<file path="src/rtl/conv_layer_scheduler.sv">
// Layer sequencer for the 5x5 convolution engine. It walks the (output, input) channel pairs,
// offsets the engine addresses into planar memories, and read-modify-writes results into the accumulator.
module conv_layer_scheduler #(
  parameter int data_size               = 8,
  parameter int out_data_size           = 24,
  parameter int acc_size                = 32,
  parameter int img_size                = 128,
  parameter int img_address_size        = 14,
  parameter int weight_address_size     = 8,
  parameter int out_address_size        = 17,
  parameter int img_mem_address_size    = 18,
  parameter int weight_mem_address_size = 12,
  parameter int acc_address_size        = 20,
  parameter int ch_size                 = 4
) (
  input  logic                               clk,
  input  logic                               rst_n,
  input  logic                               start,
  input  logic [ch_size-1:0]                 num_in_ch,
  input  logic [ch_size-1:0]                 num_out_ch,
  output logic                               busy,
  output logic                               done,
  output logic                               eng_start,
  input  logic                               eng_done,
  input  logic [img_address_size-1:0]        eng_img_address,
  input  logic [weight_address_size-1:0]     eng_weight_address,
  input  logic                               eng_out_valid,
  input  logic [out_address_size-1:0]        eng_out_address,
  input  logic [out_data_size-1:0]           eng_out_data,
  output logic [img_mem_address_size-1:0]    img_address,
  output logic [weight_mem_address_size-1:0] weight_address,
  output logic                               acc_rd_en,
  output logic [acc_address_size-1:0]        acc_rd_address,
  input  logic [acc_size-1:0]                acc_rd_data,
  output logic                               acc_wr_en,
  output logic [acc_address_size-1:0]        acc_wr_address,
  output logic [acc_size-1:0]                acc_wr_data
);

  if (data_size < 1 || acc_size < out_data_size) begin : g_bad_param
    $error("conv_layer_scheduler: accumulator narrower than engine result");
  end

  typedef enum logic [2:0] {IDLE, ENG_START, ENG_WAIT, DRAIN, NEXT, FINISH} state_t;

  // Per-step base increments are elaboration constants, so the datapath needs adders only.
  localparam logic [img_mem_address_size-1:0]    PLANE     = img_mem_address_size'(img_size * img_size);
  localparam logic [acc_address_size-1:0]        OUT_PLANE = acc_address_size'((img_size - 4) * (img_size - 4));
  localparam logic [weight_mem_address_size-1:0] KERNEL    = weight_mem_address_size'(25);

  state_t                               state, state_nxt;
  logic [ch_size-1:0]                   nin, nout, ic, oc;
  logic [img_mem_address_size-1:0]      img_base;
  logic [weight_mem_address_size-1:0]   w_base;
  logic [acc_address_size-1:0]          out_base;
  logic                                 last_ic, last_oc, zero_cnt;

  assign last_ic  = (ic == nin - ch_size'(1));
  assign last_oc  = (oc == nout - ch_size'(1));
  assign zero_cnt = (num_in_ch == '0) || (num_out_ch == '0);

  always_ff @(posedge clk or negedge rst_n) begin
    if (!rst_n) state <= IDLE;
    else        state <= state_nxt;
  end

  always_comb begin
    state_nxt = state;
    busy      = 1'b1;
    done      = 1'b0;
    eng_start = 1'b0;
    case (state)
      IDLE: begin
        busy = 1'b0;
        if (start) state_nxt = zero_cnt ? FINISH : ENG_START;
      end
      ENG_START: begin
        eng_start = 1'b1;
        state_nxt = ENG_WAIT;
      end
      ENG_WAIT:  if (eng_done) state_nxt = DRAIN;
      DRAIN:     state_nxt = NEXT;
      NEXT:      state_nxt = (last_ic && last_oc) ? FINISH : ENG_START;
      FINISH: begin
        done      = 1'b1;
        state_nxt = IDLE;
      end
      default:   state_nxt = IDLE;
    endcase
  end

  always_ff @(posedge clk or negedge rst_n) begin
    if (!rst_n) begin
      nin      <= '0;
      nout     <= '0;
      ic       <= '0;
      oc       <= '0;
      img_base <= '0;
      w_base   <= '0;
      out_base <= '0;
    end else if (state == IDLE && start) begin
      nin      <= num_in_ch;
      nout     <= num_out_ch;
      ic       <= '0;
      oc       <= '0;
      img_base <= '0;
      w_base   <= '0;
      out_base <= '0;
    end else if (state == NEXT) begin
      w_base <= w_base + KERNEL;
      if (!last_ic) begin
        ic       <= ic + ch_size'(1);
        img_base <= img_base + PLANE;
      end else if (!last_oc) begin
        ic       <= '0;
        img_base <= '0;
        oc       <= oc + ch_size'(1);
        out_base <= out_base + OUT_PLANE;
      end
    end
  end

  assign img_address    = img_base + img_mem_address_size'(eng_img_address);
  assign weight_address = w_base + weight_mem_address_size'(eng_weight_address);

  // Stage 0: a beat issues its accumulator read in the same cycle it arrives.
  logic                        beat;
  logic [acc_address_size-1:0] beat_addr;

  assign beat           = eng_out_valid &&
                          (state == ENG_START || state == ENG_WAIT || state == DRAIN);
  assign beat_addr      = out_base + acc_address_size'(eng_out_address);
  assign acc_rd_en      = beat;
  assign acc_rd_address = beat ? beat_addr : '0;

  // Stage 1: read data returns, the sum is written back to the same word.
  logic                        s1_vld, s1_first;
  logic [acc_address_size-1:0] s1_addr;
  logic [out_data_size-1:0]    s1_data;
  logic [acc_size-1:0]         s1_sext;

  always_ff @(posedge clk or negedge rst_n) begin
    if (!rst_n) begin
      s1_vld   <= 1'b0;
      s1_first <= 1'b0;
      s1_addr  <= '0;
      s1_data  <= '0;
    end else begin
      s1_vld <= beat;
      if (beat) begin
        s1_first <= (ic == '0);
        s1_addr  <= beat_addr;
        s1_data  <= eng_out_data;
      end
    end
  end

  assign s1_sext        = {{(acc_size - out_data_size){s1_data[out_data_size-1]}}, s1_data};
  assign acc_wr_en      = s1_vld;
  assign acc_wr_address = s1_vld ? s1_addr : '0;
  assign acc_wr_data    = !s1_vld  ? '0 :
                          s1_first ? s1_sext : acc_rd_data + s1_sext;

endmodule

</file>
<file path="config.mk">
export PLATFORM = sky130hd
export DESIGN_NAME = conv_layer_scheduler
export DESIGN_NICKNAME = d
export VERILOG_FILES = /design/src/rtl/conv_layer_scheduler.sv
export SDC_FILE = /design/constraint.sdc
export NUM_CORES = 1
export LEC_CHECK = 0
export ABC_CLOCK_PERIOD_IN_PS = 6340
export CELL_PAD_IN_SITES_DETAIL_PLACEMENT = 1
export CELL_PAD_IN_SITES_GLOBAL_PLACEMENT = 1
export CORE_ASPECT_RATIO = 1.2
export CORE_MARGIN = 1
export CORE_UTILIZATION = 36
export CTS_CLUSTER_SIZE = 25
export DETAILED_ROUTE_END_ITERATION = 6
export PLACE_DENSITY = 0.92
export SLEW_MARGIN = 20
export SYNTH_ARGS = -nofsm -noshare
export SYNTH_HDL_FRONTEND = slang
export SYNTH_SLANG_ARGS = --single-unit
</file>
<file path="constraint.sdc">
create_clock -name clk -period 6.34 [get_ports clk]
set_input_delay 1.902 -clock clk [delete_from_list [all_inputs] [get_ports clk]]
set_output_delay 1.902 -clock clk [all_outputs]
set_load 0.02 [all_outputs]
</file>
==> run metrics <==
slack of the worst reg-to-reg path=3440 ps; worst-case setup margin in the final layout=-374 ps; total via count in the routed design=8,805; Slew HR=44.1%; average detailed-routed wire length per instance=between 20 and 25 microns; cells along the critical path=buf_8 -> ha_4 -> fa_2 -> a21o_1 -> a221oi_4 -> buf_6 -> a221oi_4 -> o221ai_4 -> or2_4 -> buf_4 -> buf_4 -> nor3_2 -> nor3_2 -> a21oi_2 -> buf_4; power per unit of standard cell area=459 nW/um^2; area growth from synthesis to layout=54.1%; maximum number of pins on one net before global-route repair=65; Hold Crit Class=flip-flop to flip-flop; cell at the root of the clock tree=sky130_fd_sc_hd__clkbuf_16; buffering stage count on the worst path with inverters included=5; number of buffer cells added on primary ports=212; Main synth FF type=sky130_fd_sc_hd__dfrtp_1; area of the die=22,400 sq um; net switching power figure=2.65 mW; total power=5.55 mW; Sink Count=97; final estimated routing congestion in global placement=approximately 0.9; global-route wire length before repair=48,700 microns; clock group share of total power=10.6%; critical path peak fanout=3; deepest level of the CTS H-tree=3; buffer depth of the longest clock path=2; clock-pin slew of the registers on the worst-case setup and hold paths=roughly 70 ps; count of yosys warnings during synthesis=0; maximum operating frequency=between 100 and 150 MHz; Chip Width=137 microns; summed negative setup slack over all endpoints=-679 ps; reported max-cap violation count=0; count of endpoints failing hold in the final timing report=0; Skew-Pair Late Insertion Delay=about 350 ps; cell at the slowest stage of the critical path=sky130_fd_sc_hd__nor3_2; final worst path period need=6710 ps; crit-path max cell delay=420 ps; hold endpoint=s1_addr[2]; register share of total power=19.6%; CP most frequent cell=sky130_fd_sc_hd__buf_4; aggregate global-route resource usage=roughly 28%; Final Core Density=57.1%; core area=21,200 sq um; iteration count of the initial detailed-routing pass=4; uppermost layer routed=met4; Final Max Slew Viols=0; via count of the first global-routing pass=9,418; switch share=47.8%; failing checks=setup timing; kind of critical path=input pin to primary output; RSZ-0062 raised after global routing=true; share of synthesized area occupied by flip-flops and latches=30.9%; placement row count=58; post-route clock skew=8.93 ps; Vias per Instance=~5.6; Worst EP required=approximately 4400 ps; boundary pin count=215; arrival time at the worst endpoint=4810 ps; wire length on met2=17,600 microns; total standard cell area after synthesis=7850 sq um; routed length on met1=13,000 microns; worst r2r path cells=8; kind of launch point of the worst setup path=input pin; count of flip-flops with a built-in enable after synthesis=0; critical path's top delay family=compound AO/OA/AOI/OAI gates; initial antenna violation count=0; met3 layer wire length in the routed design=1520 microns; hold path depth=1; Synth Register Bits=97; Internal=approximately 2.9 mW; endpoint type of the worst setup path=primary output; share of synthesized flip-flops with an asynchronous set or reset=100%; placed wire-length estimate=~22,000 microns; number of nets with antenna violations after routing=0; ratio of cells with drive above 1 in the final layout=24.7%; hold path start=s1_addr[2]; TritonCTS clock tree=built; height of the die=164 microns; Synth Area per Inst=between 8 and 9 sq um; combinational cell fraction of total power=69.8%; initial cell density of the core=37.0%; Final Setup Violations=7; critical register-to-register path endpoint=out_base[17]; leakage power of the design=5.70 nW; Congestion Overflow GR=0; number of DRC violations after detailed-routing iteration 0=491; fill cell count=2,478; number of DRC violations after detailed routing=0; Final nets=1,469; Worst R2R Start=nin[0]; final clock period utilization by the worst path=106%; count of mapped cells out of synthesis=between 900 and 1,000; IR drop worst, VDD=270 uV; result of the run=complete, but fails checks; synth unique cells=76; final WL=33,400 microns; Tightest Pin Transition=839 ps; CTS Buf Count=9
power by group through the flow:
stage	clock network [mW]	registers [mW]	logic, mW
after floorplan	0	0.966	1.95
after global placement	0	1.03	3.15
after detailed placement	0	1.05	3.28
after CTS	0.602	1.07	3.49
after global routing	0.626	1.12	4.12
final	0.588	1.09	3.87
synthesized netlist by cell type (all sizes together), types with 3 or more instances:
library cell  instances  area (sq um)
a211oi                3          22.5
a21boi                4          30.0
a21o                 41           308
a21oi                76           392
a221oi                3          45.0
a22o                  3          26.3
a311oi                3          32.5
a31oi                16           100
and2                 33           206
and3                  8          51.3
buf                  11          61.3
clkbuf               42           159
dfrtp                97          2430
ha                   62           776
inv                  29           109
mux2                  8          93.8
mux2i                 6          60.1
nand2               147           552
nand2b                5          31.3
nand3                24           120
nand3b                4          30.0
nand4                14          87.6
nor2                 88           333
nor2b                 7          43.8
nor3                 12          65.1
nor3b                 4          46.3
nor4                  7          71.3
o2111ai               5          43.8
o21a                  3          22.5
o21ai                62           318
o21bai                4          30.0
o31ai                 8          60.1
or2                   3          18.8
or3                   5          31.3
xnor2                57           499
xor2                 30           263
per-stage QoR:
stage	setup slack, ps	std cells	instance area, sq um	hold slack [ps]
5_1_grt	-464	1572	12100	493
2_1_floorplan	143	964	7850	442
3_3_place_gp	-827	1522	11100	451
6_report	-374	1573	12100	473
3_5_place_dp	-901	1522	11100	461
4_1_cts	-36.9	1558	11800	478
routing by layer:
layer | global-route usage (%) | vias to the layer above
li1 | - | 4021
met5 | 0 | -
met4 | 11.6 | 0
met1 | 32.0 | 4368
met2 | 51.9 | 312
met3 | 2.69 | 104
sequential cells by signal (all words and copies together), names as in the netlist:
name	cells
s1_first	1
s1_addr	20
img_base	4
nout	4
state	3
out_base	16
oc	4
acc_wr_en	1
ic	4
w_base	12
nin	4
s1_data	24
cell usage in the layout (no fill, tap or decap), types with 13 or more instances in the layout:
cell / n
sky130_fd_sc_hd__a21o_1: 40
sky130_fd_sc_hd__a21oi_1: 64
sky130_fd_sc_hd__a31oi_1: 13
sky130_fd_sc_hd__and2_1: 32
sky130_fd_sc_hd__buf_4: 171
sky130_fd_sc_hd__clkbuf_2: 16
sky130_fd_sc_hd__clkdlybuf4s50_1: 150
sky130_fd_sc_hd__dfrtp_1: 97
sky130_fd_sc_hd__dlygate4sd2_1: 15
sky130_fd_sc_hd__ha_1: 41
sky130_fd_sc_hd__ha_4: 20
sky130_fd_sc_hd__inv_1: 29
sky130_fd_sc_hd__nand2_1: 146
sky130_fd_sc_hd__nand3_1: 21
sky130_fd_sc_hd__nand4_1: 14
sky130_fd_sc_hd__nor2_1: 82
sky130_fd_sc_hd__o21ai_0: 45
sky130_fd_sc_hd__xnor2_1: 56
sky130_fd_sc_hd__xor2_1: 30
worst max path at each step:
stage | slack (ps) | cells after the start | startpoint | to
final | -370 | 15 | acc_rd_data[0] | acc_wr_data[18]
after global placement | -830 | 13 | acc_rd_data[0] | acc_wr_data[18]
after global routing | -460 | 15 | acc_rd_data[0] | acc_wr_data[18]
after detailed placement | -900 | 13 | acc_rd_data[0] | acc_wr_data[26]
after floorplan | 140 | 10 | acc_rd_data[0] | acc_wr_data[18]
after CTS | -40 | 12 | acc_rd_data[0] | acc_wr_data[24]
cell type report:
cell class | count | area [sq um] | share of cell area [%]
multi-input combinational | 783 | 5690 | 47.0
tap | 270 | 338 | 2.79
timing repair buffer | 375 | 3210 | 26.6
antenna | 1 | 2.50 | 0.0207
sequential | 97 | 2430 | 20.1
clock inverter | 6 | 73.8 | 0.610
inverter | 31 | 116 | 0.962
clock buffer | 10 | 239 | 1.98
cell families (layout without fill, tap and decap cells):
family,after synthesis,in the layout,synth area share [%]
buffers and inverters,84,422,4.29
XOR/XNOR,87,87,9.71
AND/OR/NAND/NOR,371,371,22.7
flip-flops,97,97,30.9
adder cells (fa/ha/maj),64,64,10.4
AO/OA/AOI/OAI,245,245,20.0
multiplexers,14,14,1.96
other,1,3,0.0478
timing repair:
action / 4_1_cts / 5_1_grt
resized for setup: 169 / 104
hold buffers: 0 / 0
pin swaps: 48 / 58
setup buffers: 20 / 14
setup endpoints to repair: 42 / 34
(Power assumes the default switching activity.)
